===== src/rtl/bmp_pkg.sv =====
// rtl/bmp_pkg.sv - BMP format constants, writer state encoding and size helpers
package bmp_pkg;

    localparam int BMP_HEADER_BYTES = 54;
    localparam int BMP_INFO_SIZE    = 40;
    localparam int BMP_BPP          = 24;
    localparam int BMP_PPM          = 2835;

    typedef enum logic [2:0] {
        BMP_IDLE   = 3'd0,
        BMP_HEADER = 3'd1,
        BMP_PIXELS = 3'd2,
        BMP_PAD    = 3'd3,
        BMP_DONE   = 3'd4
    } bmp_state_t;

    // Zero bytes needed to bring a 24-bit row up to a 4-byte boundary.
    function automatic logic [31:0] row_pad(input logic [31:0] width);
        return (32'd4 - ((32'd3 * width) % 32'd4)) % 32'd4;
    endfunction

    function automatic logic [31:0] file_size(input logic [31:0] width, input logic [31:0] height);
        return 32'(BMP_HEADER_BYTES) + (32'd3 * width + row_pad(width)) * height;
    endfunction

endpackage


===== src/rtl/bmp_header_rom.sv =====
// rtl/bmp_header_rom.sv - combinational 54-byte BMP header lookup for a fixed image geometry
module bmp_header_rom
    import bmp_pkg::*;
#(
    parameter int IMAGE_WIDTH  = 768,
    parameter int IMAGE_HEIGHT = 512
) (
    input  logic [5:0] idx,
    output logic [7:0] data
);

    localparam logic [31:0] FILE_SIZE  = file_size(32'(IMAGE_WIDTH), 32'(IMAGE_HEIGHT));
    localparam logic [31:0] IMG_SIZE   = FILE_SIZE - 32'(BMP_HEADER_BYTES);
    // Negative height marks the image as top-down, so rows stream in arrival order.
    localparam logic [31:0] NEG_HEIGHT = 32'd0 - 32'(IMAGE_HEIGHT);

    function automatic logic [7:0] le_byte(input logic [31:0] v, input logic [1:0] sel);
        return 8'(v >> {sel, 3'b000});
    endfunction

    // Every 32-bit field starts at an offset of 2 mod 4, so the low index bits pick the byte.
    logic [1:0] k;
    assign k = idx[1:0] - 2'd2;

    always_comb begin
        data = 8'h00;
        case (idx)
            6'd0:                         data = 8'h42;
            6'd1:                         data = 8'h4D;
            6'd2, 6'd3, 6'd4, 6'd5:       data = le_byte(FILE_SIZE, k);
            6'd10, 6'd11, 6'd12, 6'd13:   data = le_byte(32'(BMP_HEADER_BYTES), k);
            6'd14, 6'd15, 6'd16, 6'd17:   data = le_byte(32'(BMP_INFO_SIZE), k);
            6'd18, 6'd19, 6'd20, 6'd21:   data = le_byte(32'(IMAGE_WIDTH), k);
            6'd22, 6'd23, 6'd24, 6'd25:   data = le_byte(NEG_HEIGHT, k);
            6'd26:                        data = 8'h01;
            6'd28:                        data = 8'(BMP_BPP);
            6'd34, 6'd35, 6'd36, 6'd37:   data = le_byte(IMG_SIZE, k);
            6'd38, 6'd39, 6'd40, 6'd41,
            6'd42, 6'd43, 6'd44, 6'd45:   data = le_byte(32'(BMP_PPM), k);
            default:                      data = 8'h00;
        endcase
    end

endmodule


===== src/rtl/bmp_stream_writer.sv =====
// rtl/bmp_stream_writer.sv - serialises RGB pixel beats into a padded top-down 24-bit BMP byte stream
// Define BMP_STREAM_HEADER_EN to prepend the 54-byte BMP header.
module bmp_stream_writer
    import bmp_pkg::*;
#(
    parameter int IMAGE_WIDTH     = 768,
    parameter int IMAGE_HEIGHT    = 512,
    parameter int PIXELS_PER_BEAT = 2
) (
    input  logic                         clk,
    input  logic                         reset,
    input  logic                         start,
    input  logic                         in_valid,
    output logic                         in_ready,
    input  logic [24*PIXELS_PER_BEAT-1:0] in_data,
    output logic                         out_valid,
    input  logic                         out_ready,
    output logic [7:0]                   out_byte,
    output logic                         out_last,
    output logic                         sig_write_done,
    output logic                         busy
);

    localparam int DW         = 24 * PIXELS_PER_BEAT;
    localparam int BEAT_BYTES = 3 * PIXELS_PER_BEAT;
    localparam int PAD        = int'(row_pad(32'(IMAGE_WIDTH)));
    localparam int CW         = $clog2(IMAGE_WIDTH + 1);
    localparam int RW         = $clog2(IMAGE_HEIGHT + 1);
    localparam int NW         = $clog2(BEAT_BYTES + 1);

    localparam logic [CW-1:0] LAST_COL = CW'(IMAGE_WIDTH - PIXELS_PER_BEAT);
    localparam logic [CW-1:0] COL_STEP = CW'(PIXELS_PER_BEAT);
    localparam logic [RW-1:0] LAST_ROW = RW'(IMAGE_HEIGHT - 1);
    localparam logic [1:0]    LAST_PAD = 2'(PAD - 1);

    localparam logic [2:0] S_IDLE   = BMP_IDLE;
    localparam logic [2:0] S_PIXELS = BMP_PIXELS;
    localparam logic [2:0] S_PAD    = BMP_PAD;
    localparam logic [2:0] S_DONE   = BMP_DONE;

    logic [2:0]    state;
    logic [CW-1:0] col;
    logic [RW-1:0] row;
    logic [1:0]    pad_cnt;
    logic [NW-1:0] rem;
    logic [DW-1:0] hold;
    logic          slot_free;

`ifdef BMP_STREAM_HEADER_EN
    localparam logic [2:0] S_HEADER = BMP_HEADER;
    localparam logic [5:0] HDR_LAST = 6'(BMP_HEADER_BYTES - 1);
    logic [5:0] hdr_idx;
    logic [7:0] hdr_byte;

    bmp_header_rom #(
        .IMAGE_WIDTH  (IMAGE_WIDTH),
        .IMAGE_HEIGHT (IMAGE_HEIGHT)
    ) u_header_rom (
        .idx  (hdr_idx),
        .data (hdr_byte)
    );
`endif

    // The output register can take a new byte when empty or when its byte leaves this cycle.
    assign slot_free = !out_valid || out_ready;
    assign in_ready  = (state == S_PIXELS) && (rem == '0) && slot_free;
    assign busy      = (state != S_IDLE);

    always_ff @(posedge clk or posedge reset) begin
        if (reset) begin
            state          <= S_IDLE;
            col            <= '0;
            row            <= '0;
            pad_cnt        <= '0;
            rem            <= '0;
            hold           <= '0;
            out_valid      <= 1'b0;
            out_byte       <= 8'h00;
            out_last       <= 1'b0;
            sig_write_done <= 1'b0;
`ifdef BMP_STREAM_HEADER_EN
            hdr_idx        <= '0;
`endif
        end else begin
            sig_write_done <= 1'b0;
            case (state)
                S_IDLE: begin
                    if (start) begin
                        col     <= '0;
                        row     <= '0;
                        pad_cnt <= '0;
                        rem     <= '0;
`ifdef BMP_STREAM_HEADER_EN
                        out_valid <= 1'b1;
                        out_byte  <= 8'h42;
                        hdr_idx   <= 6'd1;
                        state     <= S_HEADER;
`else
                        state     <= S_PIXELS;
`endif
                    end
                end
`ifdef BMP_STREAM_HEADER_EN
                S_HEADER: begin
                    if (slot_free) begin
                        out_valid <= 1'b1;
                        out_byte  <= hdr_byte;
                        if (hdr_idx == HDR_LAST) state <= S_PIXELS;
                        else hdr_idx <= hdr_idx + 6'd1;
                    end
                end
`endif
                S_PIXELS: begin
                    if (slot_free) begin
                        if (rem != '0) begin
                            out_valid <= 1'b1;
                            out_byte  <= hold[7:0];
                            hold      <= hold >> 8;
                            rem       <= rem - NW'(1);
                            // Row bookkeeping happens as the last byte of a beat is loaded.
                            if (rem == NW'(1)) begin
                                if (col == LAST_COL) begin
                                    col <= '0;
                                    if (PAD != 0) begin
                                        state <= S_PAD;
                                    end else if (row == LAST_ROW) begin
                                        state    <= S_DONE;
                                        out_last <= 1'b1;
                                    end else begin
                                        row <= row + RW'(1);
                                    end
                                end else begin
                                    col <= col + COL_STEP;
                                end
                            end
                        end else if (in_valid) begin
                            out_valid <= 1'b1;
                            out_byte  <= in_data[7:0];
                            hold      <= in_data >> 8;
                            rem       <= NW'(BEAT_BYTES - 1);
                        end else begin
                            out_valid <= 1'b0;
                        end
                    end
                end
                S_PAD: begin
                    if (slot_free) begin
                        out_valid <= 1'b1;
                        out_byte  <= 8'h00;
                        if (pad_cnt == LAST_PAD) begin
                            pad_cnt <= '0;
                            if (row == LAST_ROW) begin
                                state    <= S_DONE;
                                out_last <= 1'b1;
                            end else begin
                                row   <= row + RW'(1);
                                state <= S_PIXELS;
                            end
                        end else begin
                            pad_cnt <= pad_cnt + 2'd1;
                        end
                    end
                end
                S_DONE: begin
                    // Holds the final byte until the sink takes it, then returns to IDLE.
                    if (out_ready) begin
                        out_valid      <= 1'b0;
                        out_last       <= 1'b0;
                        sig_write_done <= 1'b1;
                        row            <= '0;
                        state          <= S_IDLE;
                    end
                end
                default: state <= S_IDLE;
            endcase
        end
    end

endmodule


===== config.mk =====
export PLATFORM = sky130hd
export DESIGN_NAME = bmp_stream_writer
export DESIGN_NICKNAME = d
export VERILOG_FILES = /design/src/rtl/bmp_pkg.sv /design/src/rtl/bmp_header_rom.sv /design/src/rtl/bmp_stream_writer.sv
export SDC_FILE = /design/constraint.sdc
export NUM_CORES = 1
export LEC_CHECK = 0
export BUFFER_PORTS_ARGS = -buffer_cell sky130_fd_sc_hd__buf_2
export CAP_MARGIN = 0
export CORE_MARGIN = 3
export CORE_UTILIZATION = 50
export CTS_CLUSTER_SIZE = 28
export DETAILED_ROUTE_END_ITERATION = 7
export PLACE_DENSITY = 0.82
export RECOVER_POWER = 100
export SLEW_MARGIN = 20
export SYNTH_ARGS = -nofsm -noshare
export SYNTH_HDL_FRONTEND = slang
export SYNTH_SLANG_ARGS = --single-unit

===== constraint.sdc =====
create_clock -name clk -period 4.8 [get_ports clk]
set_clock_uncertainty 0.05 [all_clocks]
set_input_delay 0.96 -clock clk [delete_from_list [all_inputs] [get_ports clk]]
set_output_delay 0.96 -clock clk [all_outputs]
set_load 0.01 [all_outputs]

==> flow_summary.yaml <==
detailed_routing:
  drtIter0Drc: 216
  dr.pass1.iters: 5
  postRouteAntennaNets: 0
  drc: 0
  drt_wl_total_mm: 7.62
  wl_per_cell_um: 13.6
  viasPerCell: 5.65
  num_vias: 3177
finish:
  nets: 517
  fillers: 605
  drive_above_1_share: 0.161
  antenna_cells: 0
  multi_input_area_um2: 1590
  regArea_um2: 1880
  syn2layout_area_growth_pct: 16.4
  final_util: 0.607
  final_cells: 562
floorplan:
  start_util: 0.522
  rows: 30
  dieWidth_um: 90.7
  die_h_um: 90.7
  io_pins: 66
  coreArea_um2: 6870
  die_area_um2: 8220
place:
  place_congestion: 0.851
  dp.cells: 547
  dp_slack_ns: 1.91
  dpl.hpwl_mm: 5.11
  io_buffers: 65
global_route:
  grt_max_degree: 54
  gr-total-overflow: 0
  antenna_found_initial: 0
  grt_first_pass_wirelength_mm: 12.9
  grt_use_total: 0.190
  grt_pass1_vias: 2850
power_and_ir_drop:
  cellPowerDensity_nw_per_um2: 587
  p_leak_nw: 1.86
  totalPowerFinal_mw: 2.45
  irDropWorstVdd_mv: 0.329
clock_tree:
  post-cts-setup-buffer-count: 0
  insertion_delay_ns: 0.35
  h-tree-depth: 3
  cts_made_buffers: 9
  cts.sinks: 75
  ctsResizeCount: 0
  clockRootBuffer: "clkbuf_8"
  hold_buffers: 0
  cts_tree: "yes"
  clk_pin_slew_worst_paths_ns: 0.07
  clk_path_buf_depth: 2
synthesis:
  synth_edf_count: 0
  async_flop_share: 1.00
  yosys_most_used_dff: "dfrtp_1"
  synth_cell_types: 41
  syn_area_um2: 3580
  syn_inst: 408
  ys_seq_elements: 75
  ys_seq_area_frac: 0.524
  syn_nets: 463
  avgSynthCellArea_um2: 8.78
  yosys_warnings: 0
timing:
  fin_setup_tns_ns: 0
  finalCriticalPeriod_ns: 3.14
  setup_viol: 0
  rsz0062_at_grt: "false"
  max_freq_ghz: 0.319
  worst_slew_pin_slew_ns: 2.25
  fin_ws_ns: 1.66
  max_slew_margin: -0.508
  finalMaxSlewViolations: 54
  finalCritPeriodShare: 0.654
  finalHoldViolations: 0
critical_path:
  critPathLaunchType: "flip-flop"
  r2r_start: "state[1]"
  cp.required_ns: 5.01
  critPathKind: "reg2reg"
  cp_max_fo: 52
  worst_setup_path_end_kind: "flip-flop"
  critPathArrivalTime_ns: 3.35
  crit_start: "state[1]"
outcome:
  violations: "capacitance limit, slew limit"
  outcome: "complete, but fails checks"
flow_run:
  timing.max_cap.violations: 1
worst_hold_path:
  hold_class: "reg2reg"
  hold_path.startpoint: "hold[36]"
==> area by class of cell <==
class	instances	share of cell area
multi-input cells	304	0.381
clock inverters	6	0.0270
inverters	3	0.00300
repair buffers	69	0.0801
clock buffers	9	0.0297
well taps	96	0.0288
flip-flops and latches	75	0.450
==> path summary, 6_finish.rpt <==
path                       endpoint  slack [ns]  cells after the start
max in group asynchronous  hold[13]        1.73                      3
hold / removal             hold[36]        0.46                      1
hold reg to reg            hold[36]        0.46                      1
min in group asynchronous  out_last        1.16                      2
setup reg to reg           hold[13]        1.66                      5
setup / recovery           hold[13]        1.66                      5
==> registers in the layout, summed over array words and instances (netlist names) <==
name	count
hold	40
rem	3
col	9
out_valid	1
row	10
state	2
out_byte	8
sig_write_done	1
out_last	1
==> cell families after synthesis <==
group                      Yosys count  synth area share
DFF                                 75             0.524
adders and majority gates            2           0.00698
AOI/OAI and AO/OA                  105             0.198
and+or+nand+nor                    197             0.238
buffers and inverters               29            0.0332
==> Yosys cell counts, types with 2 or more instances <==
| cell | number | share of area |
|---|---|---|
| o21ai_1 | 4 | 0.0056 |
| nand4_1 | 3 | 0.0052 |
| and3_1 | 6 | 0.010 |
| or4_1 | 2 | 0.0042 |
| clkbuf_1 | 23 | 0.024 |
| a21o_1 | 4 | 0.0084 |
| o21ai_0 | 16 | 0.022 |
| nor2_1 | 58 | 0.061 |
| buf_2 | 2 | 0.0028 |
| nand2b_1 | 7 | 0.012 |
| dfrtp_1 | 75 | 0.52 |
| inv_1 | 3 | 0.0031 |
| o31ai_1 | 14 | 0.029 |
| ha_1 | 2 | 0.0070 |
| nand2_1 | 93 | 0.097 |
| o41ai_1 | 2 | 0.0049 |
| or3_1 | 2 | 0.0035 |
| a22o_1 | 9 | 0.022 |
| nor3b_1 | 2 | 0.0042 |
| nor3_1 | 3 | 0.0042 |
| a31oi_1 | 45 | 0.079 |
| or2_2 | 2 | 0.0035 |
| nor2b_1 | 3 | 0.0052 |
| nand3_1 | 11 | 0.015 |
==> power breakdown <==
part / total (mW) / switching, mW / internal, mW / leakage [nW]
clock network: 0.575 / 0.231 / 0.344 / 0.120
registers: 1.01 / 0.141 / 0.865 / 0.915
logic: 0.867 / 0.544 / 0.323 / 0.820
==> metrics by stage <==
step / hold slack (ns) / instance area (um2)
final: 0.461 / 4170
after global routing: 0.473 / 4170
after CTS: 0.465 / 4190
after detailed placement: 0.446 / 3960
after global placement: 0.438 / 3960
after floorplan: 0.415 / 3580
==> layout by cell type, fill, tap and decap left out, types with 9 or more instances in the layout <==
cell / Yosys / layout
dfrtp_1: 75 / 75
o31ai_1: 14 / 14
a22o_1: 9 / 9
buf_2: 2 / 51
a31oi_1: 45 / 45
nand3_1: 11 / 11
clkbuf_8: 0 / 9
nand2_1: 93 / 93
clkbuf_1: 23 / 15
o21ai_0: 16 / 17
nor2_1: 58 / 58
==> worst max-delay path: stages, from the launching register on <==
cell and delay, ns:
dfrtp_1 0.54, nor2b_1 0.51, o211a_1 1.23, buf_4 0.47, nor2_1 0.08, a31oi_1 0.17
==> layer usage <==
metal	global-route usage	share of wire	vias up
met3	0.0517	0.069	11
li1	-	-	1561
met2	0.301	0.47	110
met4	0.0587	0.011	0
met1	0.256	0.45	1495
met5	0	0	-
(Power assumes the default switching activity.)
